**src/rtl/arb_pkg.sv**
```systemverilog
// Shared types and helpers for the four-way round-robin arbiter.
package arb_pkg;

    localparam int N_REQ = 4;

    typedef enum logic {
        IDLE  = 1'b0,
        GRANT = 1'b1
    } arb_state_e;

    // Walk the requesters starting at ptr and wrapping around.
    // Return the first requester that is asserting its request.
    // If nothing is requesting, return ptr; callers only use the
    // result when req is non-zero.
    function automatic logic [1:0] rr_select(input logic [N_REQ-1:0] req,
                                             input logic [1:0]       ptr);
        logic [1:0] idx;
        logic [1:0] win;
        logic       found;
        win   = ptr;
        found = 1'b0;
        for (int k = 0; k < N_REQ; k++) begin
            idx = ptr + 2'(k);
            if (!found && req[idx]) begin
                win   = idx;
                found = 1'b1;
            end
        end
        return win;
    endfunction

endpackage

```
**src/rtl/onehot_dec2.sv**
```systemverilog
// Combinational 2-bit binary to 4-bit one-hot decoder.
module onehot_dec2
    import arb_pkg::*;
(
    input  logic [1:0]       idx,
    output logic [N_REQ-1:0] onehot
);

    // Shift a single set bit into the position named by idx.
    always_comb begin
        onehot = 4'b0001 << idx;
    end

endmodule

```
**src/rtl/rr_arbiter_4.sv**
```systemverilog
// Four-requester round-robin arbiter with a hold-limit timer.
// The grant is released when its owner drops the request. It is also
// released when the owner has held it for MAX_HOLD cycles while
// someone else is waiting. Every release is followed by one idle cycle.
module rr_arbiter_4
    import arb_pkg::*;
#(
    parameter int MAX_HOLD = 8,
    parameter int CNT_W    = 4
) (
    input  logic             clk,
    input  logic             rst,
    input  logic [N_REQ-1:0] req,
    output logic [N_REQ-1:0] gnt,
    output logic [1:0]       gnt_idx,
    output logic             gnt_valid,
    output logic             busy
);

    localparam logic [CNT_W-1:0] HOLD_LIM = CNT_W'(MAX_HOLD);
    localparam logic [CNT_W-1:0] CNT_MAX  = '1;
    localparam logic [CNT_W-1:0] CNT_ONE  = CNT_W'(1);

    arb_state_e       state_q, state_d;
    logic [1:0]       ptr_q, ptr_d;
    logic [CNT_W-1:0] hold_cnt_q, hold_cnt_d;
    logic [N_REQ-1:0] gnt_q, gnt_d;
    logic [1:0]       gnt_idx_q, gnt_idx_d;
    logic             busy_q, busy_d;

    logic [1:0]       winner;
    logic [N_REQ-1:0] win_onehot;
    logic [N_REQ-1:0] own_mask;
    logic             limit_hit;
    logic             others_waiting;

    assign winner = rr_select(req, ptr_q);

    onehot_dec2 u_dec_win (
        .idx    (winner),
        .onehot (win_onehot)
    );

    onehot_dec2 u_dec_own (
        .idx    (gnt_idx_q),
        .onehot (own_mask)
    );

    // Work out the next arbitration state, pointer, hold count and grant.
    always_comb begin
        state_d        = state_q;
        ptr_d          = ptr_q;
        hold_cnt_d     = hold_cnt_q;
        gnt_d          = gnt_q;
        gnt_idx_d      = gnt_idx_q;
        busy_d         = busy_q;
        limit_hit      = (MAX_HOLD != 0) && (hold_cnt_q == HOLD_LIM);
        others_waiting = |(req & ~own_mask);
        case (state_q)
            IDLE: begin
                if (|req) begin
                    gnt_idx_d  = winner;
                    gnt_d      = win_onehot;
                    hold_cnt_d = CNT_ONE;
                    state_d    = GRANT;
                    busy_d     = 1'b1;
                end
            end
            GRANT: begin
                if (!req[gnt_idx_q] || (limit_hit && others_waiting)) begin
                    gnt_d      = '0;
                    ptr_d      = gnt_idx_q + 2'd1;
                    hold_cnt_d = '0;
                    state_d    = IDLE;
                    busy_d     = 1'b0;
                end else if (limit_hit) begin
                    hold_cnt_d = CNT_ONE;
                end else if (hold_cnt_q != CNT_MAX) begin
                    hold_cnt_d = hold_cnt_q + CNT_ONE;
                end
            end
        endcase
    end

    // Register the FSM state and every output so downstream sees clean enables.
    always_ff @(posedge clk or posedge rst) begin
        if (rst) begin
            state_q    <= IDLE;
            ptr_q      <= '0;
            hold_cnt_q <= '0;
            gnt_q      <= '0;
            gnt_idx_q  <= '0;
            busy_q     <= 1'b0;
        end else begin
            state_q    <= state_d;
            ptr_q      <= ptr_d;
            hold_cnt_q <= hold_cnt_d;
            gnt_q      <= gnt_d;
            gnt_idx_q  <= gnt_idx_d;
            busy_q     <= busy_d;
        end
    end

    assign gnt       = gnt_q;
    assign gnt_idx   = gnt_idx_q;
    assign gnt_valid = |gnt_q;
    assign busy      = busy_q;

endmodule

```
**config.mk**
```make
export PLATFORM = sky130hd
export DESIGN_NAME = rr_arbiter_4
export DESIGN_NICKNAME = d
export VERILOG_FILES = /design/src/rtl/arb_pkg.sv /design/src/rtl/onehot_dec2.sv /design/src/rtl/rr_arbiter_4.sv
export SDC_FILE = /design/constraint.sdc
export NUM_CORES = 1
export LEC_CHECK = 0
export BUFFER_PORTS_ARGS = -buffer_cell sky130_fd_sc_hd__buf_2
export CORE_ASPECT_RATIO = 0.9
export CORE_UTILIZATION = 50
export CTS_CLUSTER_SIZE = 10
export DETAILED_ROUTE_END_ITERATION = 8
export HOLD_SLACK_MARGIN = 0.12
export PLACE_DENSITY = 0.72
export SLEW_MARGIN = 40
export SYNTH_ARGS = -nofsm -noshare
export SYNTH_HDL_FRONTEND = slang
export SYNTH_SLANG_ARGS = --single-unit
```
**constraint.sdc**
```tcl
create_clock -name clk -period 4.5 [get_ports clk]
set_input_delay 0.225 -clock clk [delete_from_list [all_inputs] [get_ports clk]]
set_output_delay 0.225 -clock clk [all_outputs]
set_load 0.03 [all_outputs]
```
# ---- Yosys cells after proc, flatten, opt, wreduce, memory -nomap -nowiden
# Index checks and enable logic that the tools add are counted.
dict set report op_classes {
  add_sub_neg 5
  order_cmp 5
  n_eq_ne 5
  shifts 2
  n_mux 30
  n_bitwise 3
  reduce_logical 16
}
# cell count
set op_table {}
lappend op_table {{two-way mux 4 bit} 6}
lappend op_table {{case mux 4 bit (2 select lines)} 2}
lappend op_table {{< comparator 2 x 3 -> 1 bit, second input constant} 5}
lappend op_table {{two-way mux 1 bit} 12}
lappend op_table {{OR reduction 4 bit} 3}
lappend op_table {{binary-select mux 1 bit (select 2 bit)} 5}
lappend op_table {{AND reduction 2 bit} 4}
lappend op_table {{<< shifter 1 x 2 -> 4 bit, first input constant} 2}
lappend op_table {{two-way mux 2 bit} 3}
lappend op_table {{adder 2 x 1 -> 2 bit, second input constant} 2}
lappend op_table {{adder 2 bit, second input constant} 2}
lappend op_table {{adder 4 x 1 -> 4 bit, second input constant} 1}
lappend op_table {{AND 4 bit} 1}
lappend op_table {{equality test 4 bit, second input constant} 1}
lappend op_table {{logical AND 1 bit} 4}
lappend op_table {{zero test 1 bit} 4}
lappend op_table {{!= test 4 x 1 -> 1 bit, second input constant} 1}
lappend op_table {{!= test 4 bit, second input constant} 1}
lappend op_table {{NOT 4 bit} 1}
lappend op_table {{case mux 1 bit (2 select lines)} 2}
lappend op_table {{!= test 2 x 1 -> 1 bit, second input constant} 1}
lappend op_table {{!= test 2 bit, second input constant} 1}
lappend op_table {{logical OR 1 bit} 1}
lappend op_table {{NOT 1 bit} 1}
dict set report word_totals {
  reg_bits 14
  in_bits 6
  output_inout_bits 8
  elab_cells 72
}

# ---- Longest topological paths before layout
dict set report depth {
  ltp_word 15
  mapped_depth 6
  depth_no_buf 6
}

# ---- Hierarchy
# A second synthesis with hierarchy kept.
dict set report hier_totals {
  cells_unflattened 93
  hier_area_um2 909.6
}
# module instances cells_per_inst area_each_um2 seq_area_each_um2
set by_module_without_submodules {}
lappend by_module_without_submodules {rr_arbiter_4 1 85 857.1 350.3}
lappend by_module_without_submodules {onehot_dec2 2 4 26.3 0.0}

# ---- Worst setup path after synthesis
# Ideal clock, no wire load.
dict set report synth_path {
  path_kind {register -> register}
  start {reg gnt_idx_q[0], in the netlist gnt_idx[0]}
  end {reg ptr_q[0]}
  setup_ns 0.128
  arrival_ns 1.784
  t_required_ns 4.372
  setup_slack_ns 2.589
  path_stages_with_launch 7
  path_buffers 0
  period_less_slack_ns 1.911
  path_cell_list {dfrtp_1 -> inv_1 -> ha_1 -> nand2b_1 -> a41oi_2 -> o21ai_2 -> mux2_1}
}
dict set report synth_via {
  elab_chain_cells 7
  elab_cells_between_ends 11
  cone_classes {add/sub (1); shift (1); mux (2); bitwise (2); reduce/logical (5)}
}
# item line_no
set synth_lines {}
lappend synth_lines {{from (decl)} rr_arbiter_4.sv:28} ;# logic [1:0] gnt_idx_q, gnt_idx_d;
lappend synth_lines {{from (signal assigned)} rr_arbiter_4.sv:99} ;# gnt_idx_q <= gnt_idx_d;
lappend synth_lines {{<< shifter 1 x 2 -> 4 bit} onehot_dec2.sv:11} ;# onehot = 4'b0001 << idx;
lappend synth_lines {{NOT 4 bit} rr_arbiter_4.sv:58} ;# others_waiting = |(req & ~own_mask);
lappend synth_lines {{AND 4 bit} rr_arbiter_4.sv:58}
lappend synth_lines {{OR reduction 4 bit} rr_arbiter_4.sv:58}
lappend synth_lines {{logical AND 1 bit} rr_arbiter_4.sv:70} ;# if (!req[gnt_idx_q] || (limit_hit && others_waiting)) begin
lappend synth_lines {{logical OR 1 bit} rr_arbiter_4.sv:70}
lappend synth_lines {{AND reduction 2 bit (no line)} n/a}
lappend synth_lines {{to (signal assigned)} rr_arbiter_4.sv:96} ;# ptr_q <= ptr_d;
lappend synth_lines {{to (decl)} rr_arbiter_4.sv:25} ;# logic [1:0] ptr_q, ptr_d;
# Parallel ways exist; a longest one is shown, timed or not. The select of a mux whose other input is x is not followed.
# A chain may end at the register's enable or synchronous reset.

# ---- Worst setup path in the final report
dict set report layout_path {
  start {reg gnt_idx_q[0], in the netlist gnt_idx[0]}
  end {reg ptr_q[1]}
}
# Same word-level chain as after synthesis.

==> metrics <==
Antenna diodes=0; Synth Cell Area=roughly 920 um2; Synth Area in Compound Gates=23.36%; max-cap violation count=0; worst vdd ir=roughly 0.48 mV; first-pass GRT wire length=3.256 mm; path type of the worst min-delay path=input pin to register; Max-slew headroom=64.93%; fin. max-slew vios=0; I/O Pins=14; root buf cell=clkbuf_4; power share of the clock group=12.7%; post-route ant nets=0; Post-CTS Setup Inserts=0; vias post-DR=731; Via density=5.756; footprint of the multi-input gates=543.0 um2; TritonCTS Buffers=3; FF+latch count, synth=14; Internal Power=0.3857 mW; sequential area share after synthesis=38.25%; chip width=between 40 and 50 um; xor-xnor portion of the synthesized cell area=0%; largest cells by area after synthesis=dfrtp_1, ha_1, a32o_1; leakage=0.4968 nW; commonest cells in the netlist=dfrtp_1, ha_1, inv_1; Least-Margin Pin Slew=0.5255 ns; port bufs=13; Net Switching=0.3255 mW; PostCTS Resize Cnt=0; Most used DFF post-synth=dfrtp_1; clock sinks=14; Final setup viols=0; Synth Instances=85; final worst-path cycle share=between 40% and 50%; CTS tree=yes; Worst-path clk slew=0.08 ns; mux cell area share after synthesis=7.514%; Post-Synth Adder-Cell Area=slightly above 8%; largest area contributor in the netlist=dfrtp_1; share of cells above drive strength 1=27.18%; Seq pwr share=33.4%; fraction of registers with async set/reset=100.0%; final hold violations=0; Nets=116; final HPWL from detailed placement=1.392 mm; simple-gate share of the synthesized area=20.22%; RSZ-0062 raised after global routing=false; Comb pwr share=53.9%; initial antenna violation count=0; WP data required=4.67 ns; Switching Fraction=45.77%; startpoint types=register; routed len/inst=14.68 um; Post-synth EDFFs=0; number of distinct library cells after synthesis=39; CORE AREA=1699 um2; drt pass-1 iters=4; Syn Area/Cell=10.78 um2; grt ovf=0; Ys Warns=0; total track usage=23.10%; DRT Wirelength=roughly 1.9 mm; chip height=42.61 um; detailed-route DRC error count=0; clk_skew=0.0009272 ns; CP Max Fanout=5; worst hold slack=~0.43 ns; Area growth syn-to-layout=15.44%; clock latency on the worst-skew pair=0.28 ns; largest net degree at the start of global routing=15; endpoint type of the worst setup path=register; Worst Setup Path Type=register to register; H-tree depth=1; Clock Path Buffers=2; fmax=534.9 MHz; Post-Syn Nets=97; most frequent cell after synthesis=dfrtp_1; routability cong.=0.8171; Starting Density=53.90%; total negative slack=0 ns; # fillers=146; Seq. cell area=350.3 um2; Power Density=672.7 nW/um2; DRT iter0 DRCs=28; outcome=complete, no violations; Die ar.=2007 um2; row count=14; Core Util, Final=between 60% and 70%; WP data arrival=2.03 ns; main combinational cell family by area after synthesis=compound AO/OA/AOI/OAI gates; Final Critical Period=1.870 ns; proportion of netlist area held by the largest area contributor=38.25%; vias in the first global route=about 700
registers in the layout, summed over array words and instances (netlist names):
| signal | flops |
|---|---|
| busy | 1 |
| gnt | 4 |
| gnt_idx | 2 |
| hold_cnt_q | 4 |
| ptr_q | 2 |
| state_q | 1 |
power groups by stage:
stage / Combinational, mW / Sequential [mW] / Clock, mW
finish: 0.383 / 0.238 / 0.0902
CTS: 0.385 / 0.236 / 0.0922
global placement: 0.374 / 0.235 / 0
detailed placement: 0.381 / 0.239 / 0
floorplan: 0.233 / 0.288 / 0
global route: 0.420 / 0.249 / 0.0974
worst max-delay path, cell delays in order, from the launching register on:
cell and delay (ns):
dfrtp_1 0.44, inv_1 0.12, ha_1 0.21, nand2b_1 0.14, a41oi_2 0.36, o21ai_2 0.15
mux2_1 0.33
layout by cell type, fill, tap and decap left out, types with 2 or more instances in the layout:
master	synthesis	layout
nand4_1	2	2
a32o_1	3	3
nor2b_1	4	4
buf_2	0	13
dfrtp_1	14	14
mux2i_1	2	2
mux2_1	2	2
and2_1	2	2
clkbuf_4	0	3
inv_1	6	6
nand2b_1	4	4
o2bb2ai_1	2	2
nor3_1	2	2
nand3_1	2	2
o21ai_0	3	3
ha_1	6	6
nand2_1	5	5
o21a_1	3	3
cell families after synthesis:
logic type	Yosys count
buffers and inverters	6
multiplexers	6
adder cells (fa/ha/maj)	6
AO/OA/AOI/OAI	23
flip-flops	14
AND/OR/NAND/NOR	30
path summary, 6_finish.rpt:
| check | start | cells after the start | end | slack [ns] |
|---|---|---|---|---|
| min in group asynchronous | rst | 3 | busy$_DFFE_PP0P_ | 0.52 |
| max in group asynchronous | rst | 3 | ptr_q[1]$_DFFE_PP0P_ | 3.64 |
| max | gnt_idx[0]$_DFFE_PP0P_ | 6 | ptr_q[1]$_DFFE_PP0P_ | 2.63 |
| min reg2reg | busy$_DFFE_PP0P_ | 1 | busy$_DFFE_PP0P_ | 0.50 |
| max reg2reg | gnt_idx[0]$_DFFE_PP0P_ | 6 | ptr_q[1]$_DFFE_PP0P_ | 2.63 |
| min | req[1] | 3 | gnt[1]$_DFFE_PP0P_ | 0.43 |
timing repair:
item | 4_1_cts | 5_1_grt
endpoints found under the hold margin | 14 | 0
hold buffers | 1 | 0
endpoints found under the setup margin | 0 | 0
stage by stage:
stage,instance area [um2],std cells,setup WS [ns],power (mW)
2_1_floorplan,915.9,85,2.589,0.5213
3_3_place_gp,1011,122,2.703,0.6093
5_1_grt,1057,127,2.505,0.7655
6_report,1057,127,2.630,0.7113
3_5_place_dp,1011,122,2.659,0.6194
4_1_cts,1057,127,2.644,0.7132
routing by layer:
metal  part of all wire, %  track usage (%)  vias up
met5                     0                0        -
met4                  0.97            10.29        0
met3                   4.1            3.879        2
met2                    42            31.67       22
met1                    53            35.10      348
li1                      -                -      359
final cells by class:
class                           count  area share [%]
Sequential cell                    14           33.14
Clock buffer                        4           3.432
Multi-Input combinational cell     65           51.36
Timing Repair Buffer               14           7.101
Tap cell                           24           2.840
Inverter                            6           2.130
No activity file was read; power rests on OpenSTA's default activity.
